`config.mk`:
```
export PLATFORM = sky130hd
export DESIGN_NAME = relay_trip_ctrl
export DESIGN_NICKNAME = d
export VERILOG_FILES = /design/src/rtl/relay_pkg.sv /design/src/rtl/relay_ch_fsm.sv /design/src/rtl/relay_trip_ctrl.sv
export SDC_FILE = /design/constraint.sdc
export NUM_CORES = 1
export LEC_CHECK = 0
export ABC_CLOCK_PERIOD_IN_PS = 5550
export BUFFER_PORTS_ARGS = -buffer_cell sky130_fd_sc_hd__buf_2
export CORE_MARGIN = 1
export CORE_UTILIZATION = 60
export CTS_BUF_LIST = sky130_fd_sc_hd__clkbuf_8 sky130_fd_sc_hd__clkbuf_16
export CTS_CLUSTER_SIZE = 40
export DETAILED_ROUTE_END_ITERATION = 7
export PLACE_DENSITY = 0.95
export SYNTH_ARGS = -nofsm -noshare
export SYNTH_HDL_FRONTEND = slang
export SYNTH_SLANG_ARGS = --single-unit
export TNS_END_PERCENT = 100
```
`constraint.sdc`:
```
create_clock -name CLK100MHZ -period 5.55 [get_ports CLK100MHZ]
set_input_delay 0.555 -clock CLK100MHZ [delete_from_list [all_inputs] [get_ports CLK100MHZ]]
set_output_delay 0.555 -clock CLK100MHZ [all_outputs]
set_load 0.1 [all_outputs]
```
`src/rtl/relay_pkg.sv`:
```
// Shared types and helpers for the relay trip controller: channel FSM state
// encoding and the width helpers used to size ports and counters.
package relay_pkg;

  localparam logic [1:0] ST_WAIT_ENC = 2'd0;
  localparam logic [1:0] ST_RUN_ENC  = 2'd1;
  localparam logic [1:0] ST_PEND_ENC = 2'd2;
  localparam logic [1:0] ST_TRIP_ENC = 2'd3;

  typedef enum logic [1:0] {
    WAIT = ST_WAIT_ENC,
    RUN  = ST_RUN_ENC,
    PEND = ST_PEND_ENC,
    TRIP = ST_TRIP_ENC
  } relay_state_e;

  // Channel index width; a single-channel build still needs one bit.
  function automatic int ch_width(input int num_ch);
    return (num_ch > 32'sd1) ? $clog2(num_ch) : 32'sd1;
  endfunction

  // Over-threshold counter width: must hold TRIP_CNT itself.
  function automatic int cnt_width(input int trip_cnt);
    return (trip_cnt > 32'sd1) ? $clog2(trip_cnt + 32'sd1) : 32'sd1;
  endfunction

endpackage

```
`src/rtl/relay_ch_fsm.sv`:
```
// One relay channel: debounce counter, below flag and latching trip FSM.
// Optional RELAY_HYST_EN adds a re-arm hysteresis margin of HYST LSBs.
module relay_ch_fsm
  import relay_pkg::*;
#(
  parameter int                DATA_W   = 16,
  parameter int                TRIP_CNT = 4,
  parameter logic [DATA_W-1:0] HYST     = DATA_W'(16'h0100)
) (
  input  logic              CLK100MHZ,
  input  logic              reset,
  input  logic              smp_acc,
  input  logic [DATA_W-1:0] smp_data,
  input  logic [DATA_W-1:0] thresh,
  input  logic              override,
  input  logic              rearm,
  output logic              trigger_r,
  output logic              tripped_r,
  output logic              trip_pulse_r
);

  localparam int               CNT_W      = cnt_width(TRIP_CNT);
  localparam logic [CNT_W:0]   TRIP_CNT_C = (CNT_W + 1)'(TRIP_CNT);
  localparam logic [CNT_W-1:0] CNT_ONE_C  = CNT_W'(1);

`ifdef RELAY_HYST_EN
  localparam logic [DATA_W-1:0] MARGIN_C = HYST;
`else
  // With zero margin the below test collapses to !over.
  localparam logic [DATA_W-1:0] MARGIN_C = HYST & {DATA_W{1'b0}};
`endif

  relay_state_e     state_r;
  logic [CNT_W-1:0] cnt_r;
  logic             below_r;

  logic             over_s;
  logic             below_s;
  logic             below_q_s;
  logic [DATA_W:0]  below_sum_s;
  logic [CNT_W:0]   cnt_inc_s;

  assign over_s      = smp_data > thresh;
  assign below_sum_s = {1'b0, smp_data} + {1'b0, MARGIN_C};
  assign below_s     = below_sum_s <= {1'b0, thresh};
  assign below_q_s   = smp_acc ? below_s : below_r;
  assign cnt_inc_s   = {1'b0, cnt_r} + {{CNT_W{1'b0}}, 1'b1};

  // Channel FSM with registered relay enable, trip status and trip pulse
  always_ff @(posedge CLK100MHZ or posedge reset) begin
    if (reset) begin
      state_r      <= WAIT;
      cnt_r        <= {CNT_W{1'b0}};
      below_r      <= 1'b0;
      trigger_r    <= 1'b0;
      tripped_r    <= 1'b0;
      trip_pulse_r <= 1'b0;
    end else begin
      trip_pulse_r <= 1'b0;
      if (smp_acc) begin
        below_r <= below_s;
      end else begin
        below_r <= below_r;
      end
      case (state_r)
        WAIT: begin
          if (smp_acc && below_s) begin
            state_r   <= RUN;
            trigger_r <= 1'b1;
          end else begin
            trigger_r <= override;
          end
        end
        RUN: begin
          if (smp_acc && over_s) begin
            if (TRIP_CNT == 32'sd1) begin
              state_r      <= TRIP;
              tripped_r    <= 1'b1;
              trip_pulse_r <= 1'b1;
              trigger_r    <= override;
            end else begin
              state_r   <= PEND;
              cnt_r     <= CNT_ONE_C;
              trigger_r <= 1'b1;
            end
          end else begin
            trigger_r <= 1'b1;
          end
        end
        PEND: begin
          if (smp_acc && over_s && (cnt_inc_s == TRIP_CNT_C)) begin
            state_r      <= TRIP;
            cnt_r        <= {CNT_W{1'b0}};
            tripped_r    <= 1'b1;
            trip_pulse_r <= 1'b1;
            trigger_r    <= override;
          end else if (smp_acc && over_s) begin
            cnt_r     <= cnt_inc_s[CNT_W-1:0];
            trigger_r <= 1'b1;
          end else if (smp_acc) begin
            state_r   <= RUN;
            cnt_r     <= {CNT_W{1'b0}};
            trigger_r <= 1'b1;
          end else begin
            trigger_r <= 1'b1;
          end
        end
        TRIP: begin
          // Re-arm qualifies on this cycle's sample if any, else the stored flag.
          if (rearm && below_q_s) begin
            state_r   <= RUN;
            tripped_r <= 1'b0;
            trigger_r <= 1'b1;
          end else begin
            trigger_r <= override;
          end
        end
        default: begin
          state_r   <= WAIT;
          cnt_r     <= {CNT_W{1'b0}};
          tripped_r <= 1'b0;
          trigger_r <= override;
        end
      endcase
    end
  end

endmodule

```
`src/rtl/relay_trip_ctrl.sv`:
```
// Multi-channel relay trip controller: decodes the XADC sample stream into
// per-channel FSMs. Optional RELAY_HYST_EN enables re-arm hysteresis.
module relay_trip_ctrl
  import relay_pkg::*;
#(
  parameter int                NUM_CH   = 4,
  parameter int                DATA_W   = 16,
  parameter int                TRIP_CNT = 4,
  parameter logic [DATA_W-1:0] HYST     = DATA_W'(16'h0100),
  localparam int               CH_W     = ch_width(NUM_CH)
) (
  input  logic                     CLK100MHZ,
  input  logic                     reset,
  input  logic                     smp_valid,
  input  logic [CH_W-1:0]          smp_ch,
  input  logic [DATA_W-1:0]        smp_data,
  input  logic [NUM_CH*DATA_W-1:0] trip_thresh,
  input  logic [NUM_CH-1:0]        override,
  input  logic [NUM_CH-1:0]        rearm,
  output logic [NUM_CH-1:0]        trigger,
  output logic [NUM_CH-1:0]        tripped,
  output logic                     trip_event
);

  // Compared one bit wider so NUM_CH == 2**CH_W does not truncate.
  localparam logic [CH_W:0] NUM_CH_C = (CH_W + 1)'(NUM_CH);

  logic              ch_ok_s;
  logic [NUM_CH-1:0] acc_s;
  logic [NUM_CH-1:0] pulse_s;

  assign ch_ok_s = smp_valid && ({1'b0, smp_ch} < NUM_CH_C);

  for (genvar c = 0; c < NUM_CH; c++) begin : g_ch
    assign acc_s[c] = ch_ok_s && (smp_ch == CH_W'(c));

    relay_ch_fsm #(
      .DATA_W   (DATA_W),
      .TRIP_CNT (TRIP_CNT),
      .HYST     (HYST)
    ) u_ch (
      .CLK100MHZ    (CLK100MHZ),
      .reset        (reset),
      .smp_acc      (acc_s[c]),
      .smp_data     (smp_data),
      .thresh       (trip_thresh[c*DATA_W +: DATA_W]),
      .override     (override[c]),
      .rearm        (rearm[c]),
      .trigger_r    (trigger[c]),
      .tripped_r    (tripped[c]),
      .trip_pulse_r (pulse_s[c])
    );
  end

  // At most one channel is sampled per cycle, so the pulses never overlap.
  assign trip_event = |pulse_s;

endmodule

```
# Yosys cells after proc, flatten, opt, wreduce, memory -nomap -nowiden
# Cells that the tools add are included.
totals:
  reg_bits: 36
  in_bits: 93
classes:
  n_addsub: 4
  n_lt_le_gt_ge: 8
  n_eq_ne: 47
  n_mux: 88
  n_reduce_logical: 46
ops:
  columns: ["op", "count"]
  rows:
  - ["16-bit greater-than comparator", 4]
  - ["16-bit less-or-equal comparator", 4]
  - ["2-bit two-way mux", 24]
  - ["3-bit two-way mux", 16]
  - ["1-bit two-way mux", 32]
  - ["2-bit by 1-bit inequality test with 1-bit output, second input constant", 16]
  - ["2-bit one-hot mux with 4 select lines", 4]
  - ["3-bit one-hot mux with 2 select lines", 4]
  - ["3-bit AND reduction", 8]
  - ["2-bit equality test, second input constant", 10]
  - ["1-bit logical AND", 20]
  - ["5-bit AND reduction", 4]
  - ["3-bit by 1-bit adder with 4-bit output, second input constant", 4]
  - ["4-bit by 3-bit equality test with 1-bit output, second input constant", 4]
  - ["4-bit by 1-bit inequality test with 1-bit output, second input constant", 4]
  - ["1-bit one-hot mux with 4 select lines", 4]
  - ["2-bit nonzero test", 8]
  - ["3-bit by 1-bit inequality test with 1-bit output, second input constant", 4]
  - ["3-bit inequality test, second input constant", 4]
  - ["2-bit by 1-bit equality test with 1-bit output, second input constant", 5]
  - ["2-bit zero test", 5]
  - ["1-bit one-hot mux with 2 select lines", 4]
  - ["4-bit OR reduction", 1]

# Depth between registers and ports, before layout
logic_depth:
  ltp_word: 6
  ltp_mapped: 9
  mapped_depth_nobuf: 9

# By module
# From an unflattened synthesis, not the netlist that was laid out.
unflattened:
  hier_cells: 503
  hier_area_um2: 4194.0
modules_own_cells:
  columns: ["mod", "n_inst", "cells_each", "area_per_inst_um2"]
  rows:
  - ["relay_ch_fsm (g_ch[1].u_ch ...)", 3, 124, 1024.7]
  - ["relay_ch_fsm (g_ch[0].u_ch)", 1, 126, 1081.0]
  - ["relay_trip_ctrl", 1, 5, 38.8]

# Worst setup path after synthesis
# OpenSTA, ideal clock, no wires.
synth_timing:
  path_kind: "input port to flip-flop"
  from: "input trip_thresh[63]"
  to: "register g_ch[3].u_ch.state_r[1]"
  setup_ns: 0.128
  arrival_time_ns: 2.449
  t_required_ns: 5.422
  path_slack_ns: 2.973
  stages: 9
  n_path_buf: 0
  cell_sequence: "inv_1 ha_1 nand4_2 nor4_2 a21bo_2 and3_1 o311ai_1 o2bb2ai_1 mux2_1"
synth_via:
  elab_chain_cells: 5
synth_rtl:
  columns: ["item", "line_no", "rtl"]
  rows:
  - ["start: declaration", "relay_trip_ctrl.sv:17", "input logic [NUM_CH*DATA_W-1:0] trip_thresh,"]
  - ["16-bit less-or-equal comparator / 16-bit greater-than comparator (equally long branches)", "relay_ch_fsm.sv:45, relay_ch_fsm.sv:43", null]
  - ["1-bit two-way mux / 1-bit logical AND (equally long branches)", null, null]
  - ["1-bit logical AND (on tied branches)", "relay_ch_fsm.sv:110, relay_ch_fsm.sv:91", null]
  - ["2-bit by 1-bit inequality test with 1-bit output (no source line), or another cell as far along", null, null]
  - ["5-bit AND reduction (no source line) / 2-bit one-hot mux with 4 select lines (equally long branches)", null, null]
  - ["end signal: assignment", "relay_ch_fsm.sv:52", "state_r <= WAIT;"]
  - ["end signal: assignment", "relay_ch_fsm.sv:111", "state_r <= RUN;"]
  - ["end signal: assignment", "relay_ch_fsm.sv:119", "state_r <= WAIT;"]
  - ["end: declaration", "relay_ch_fsm.sv:33", "relay_state_e state_r;"]
# Parallel ways exist; a longest one is shown, timed or not.
# A chain may end at the register's enable or synchronous reset.

# Final worst setup path
layout_timing:
  from: "input smp_data[14]"
  to: "register g_ch[2].u_ch.state_r[1]"
layout_via:
  elab_chain_cells: 5
layout_rtl:
  columns: ["item", "line_no", "rtl"]
  rows:
  - ["start: declaration", "relay_trip_ctrl.sv:16", "input logic [DATA_W-1:0] smp_data,"]
  - ["16-bit less-or-equal comparator / 16-bit greater-than comparator (equally long branches)", "relay_ch_fsm.sv:45, relay_ch_fsm.sv:43", null]
  - ["1-bit two-way mux / 1-bit logical AND (equally long branches)", null, null]
  - ["1-bit logical AND (on tied branches)", "relay_ch_fsm.sv:110, relay_ch_fsm.sv:91", null]
  - ["2-bit by 1-bit inequality test with 1-bit output (no source line), or another cell as far along", null, null]
  - ["5-bit AND reduction (no source line) / 2-bit one-hot mux with 4 select lines (equally long branches)", null, null]
  - ["end signal: assignment", "relay_ch_fsm.sv:101", "state_r <= RUN;"]
  - ["end signal: assignment", "relay_ch_fsm.sv:111", null]
  - ["end signal: assignment", "relay_ch_fsm.sv:119", null]
  - ["end: declaration", "relay_ch_fsm.sv:33", null]
# Parallel ways exist; a longest one is shown, timed or not.

==> out/qor.txt <==
fraction of layout cells with a size suffix above 1 = 21.8%
met1 usage = 33.7%
GRT busiest layer = met2
Vias = 4041
nature of the critical path endpoint = register
arrival time at the worst endpoint = 2.93 ns
Syn Nets = 688
CTS Hold Bufs = 0
Final Max Slew Viols = 0
R2R setup slack = 3.28 ns
Tmin final = 2.71 ns
distinct cell type count after synthesis = 65
CP Launch Point = smp_data[14]
first-pass GRT wire length = 17.6 mm
Max VDD drop = 0.162 mV
Final TNS setup = 0 ns
number of remaining DRC errors = 0
CTS tree = yes
crit-path max cell delay = 0.74 ns
RSZ-0062 raised after global routing = false
Least-Margin Pin Slew = 0.777 ns
kind of critical path = in -> reg
crit share post-route = 48.8%
largest net degree at the start of global routing = 37
GR Util met2 = 53.8%
GRT Residual Overflow = 0
I/O Buffers = 101
Die Ht = 85.7 microns
Async S/R FF share, synth = 100%
Max-slew headroom = 47.7%
routed length per instance = 14.8 microns
vias in the first global route = 4182
Top FF cell, synth = dfrtp_1
most common cell after layout, fill and taps aside = buf_2
post-CTS resize count = 0
sequential-to-total area share from yosys stat = 21.4%
run status = finished, final reports clean
CTS Buf Count = 5
syn avg cell area = 8.36 sq um
full die area = 0.00735 sq mm
Place WS = 2.59 ns
antenna-violating nets left = 0
CP max stage cell = nor4_1
Final Hold Vio Count = 0
Hold Path Class = in -> async
FF+latch count, synth = 36
drt first pass iters = 7
EDFF count, synth = 0
Cell Area, Synth = 0.00421 sq mm
antenna violations before repair = 0
clock slew at reported path FFs = 0.08 ns
final setup skew = 0.0128 ns
Syn-to-layout area delta = 14.9%
warning count from the yosys run = 0
I/O Pins = 102
CP delay by family, top = simple AND/OR/NAND/NOR gates
vias per inst = 5.84
max cap viols = 0
CTS sink cnt = 36
CORE AREA = 0.00679 sq mm
Setup WS post-layout = 2.84 ns
Synth Instances = 503
Leak = 0.00254 uW
met3 GRT Util = 4.81%
Core Util, Final = 71.1%
WP data required = 5.77 ns
Die Wd = 85.7 microns
Fmax achieved = 0.370 GHz
nets = 780
critical path, cell by cell = buf_2, ha_1, nand4_1, nor4_1, or2b_2, o221ai_1, a22oi_2, mux2i_1
Routed WL = 10.2 mm
n_diodes = 0
initial core utilization = 61.9%
final setup violation count = 0
final RePlAce weighted congestion = 1.01
most frequent cells in the layout = 101 x buf_2, 92 x ha_1, 81 x inv_1, 38 x a21oi_1, 37 x o21ai_0
CTS Buffer Depth = 2
Worst setup SP type = input pin
total power per unit cell area = 286 mW/mm^2
worst path bufs/invs = 1
Overall Global Routing Usage = 29.5%
Iter 0 DRT Violations = 239
Clock Latency Late Sink = 0.30 ns
FF-to-FF Start = g_ch[2].u_ch.cnt_r[0]
dpl hpwl = 8.57 mm
H-tree Lvls = 2
Setup Fix Bufs, Post-CTS = 0
root buffer cell = clkbuf_8
CP max FO = 6
standard-cell rows = 30
==> cells by family (layout without fill, tap and decap cells) <==
family | Yosys count | after routing | share of synthesized area (%)
and+or+nand+nor | 134 | 134 | 17.2
AOI/OAI and AO/OA | 133 | 133 | 22.0
buffers and inverters | 98 | 191 | 9.49
adders and majority gates | 92 | 92 | 27.4
DFF | 36 | 36 | 21.4
muxes | 10 | 10 | 2.56
==> cell type report <==
class	count	area [sq um]
multi-input combinational	369	2910
fill	510	1960
sequential	36	901
timing repair buffer	102	513
inverter	81	304
tap	96	120
clock buffer	5	68.8
clock inverter	3	18.8
==> routing by layer <==
layer  vias up  part of all wire [%]  wire, microns
met1      1872                    41           4210
met5         -                     0              0
met4         0                   3.6            366
met3        38                   5.3            541
met2       155                    50           5130
li1       1976                     -              -
==> per-stage QoR <==
step	cells	hold slack [ns]	power (uW)	area, sq um
after detailed placement	684	0.502	1180	4740
after global placement	684	0.483	1150	4740
after CTS	692	0.368	1380	4830
after floorplan	503	0.465	1020	4210
after global routing	692	0.403	1490	4830
final	692	0.349	1380	4830
==> final timing paths <==
path	end	depth (start not counted)
setup / recovery	g_ch[2].u_ch.state_r[1]	8
hold / removal	g_ch[0].u_ch.cnt_r[0]	3
setup reg to reg	g_ch[2].u_ch.state_r[1]	7
hold reg to reg	g_ch[0].u_ch.below_r	2
max in group asynchronous	g_ch[3].u_ch.below_r	3
min in group CLK100MHZ	g_ch[0].u_ch.below_r	2
==> state kept, by name (all words and copies together) (netlist names) <==
name                    flops
g_ch.u_ch.trip_pulse_r      4
g_ch.u_ch.cnt_r            12
g_ch.u_ch.state_r           8
g_ch.u_ch.tripped_r         4
g_ch.u_ch.below_r           4
g_ch.u_ch.trigger_r         4
==> power by group <==
part	total, uW	leakage [uW]	switching (uW)	internal, uW
clock network	191	0.0000479	103	87.6
logic	823	0.00206	523	301
registers	367	0.000439	46.2	321
==> cell usage after synthesis, drive strengths merged, types with 5 or more instances <==
library cell | count | area, sq um
inv | 81 | 304
a21oi | 38 | 190
nor3 | 7 | 35.0
nand2b | 7 | 43.8
clkbuf | 8 | 30.0
mux2i | 7 | 70.1
buf | 9 | 65.1
nand3 | 12 | 65.1
and3 | 7 | 43.8
nand4 | 14 | 93.8
nor2b | 9 | 56.3
nand2 | 30 | 113
nor2 | 27 | 101
o21ai | 37 | 185
dfrtp | 36 | 901
a32o | 6 | 60.1
nor4 | 5 | 43.8
a31oi | 6 | 73.8
ha | 92 | 1150
==> tightest hold or removal path, stage by stage <==
cell and delay [ns]:
buf_2 0.09, inv_1 0.04, buf_4 0.40
No activity file was read; power rests on OpenSTA's default activity.
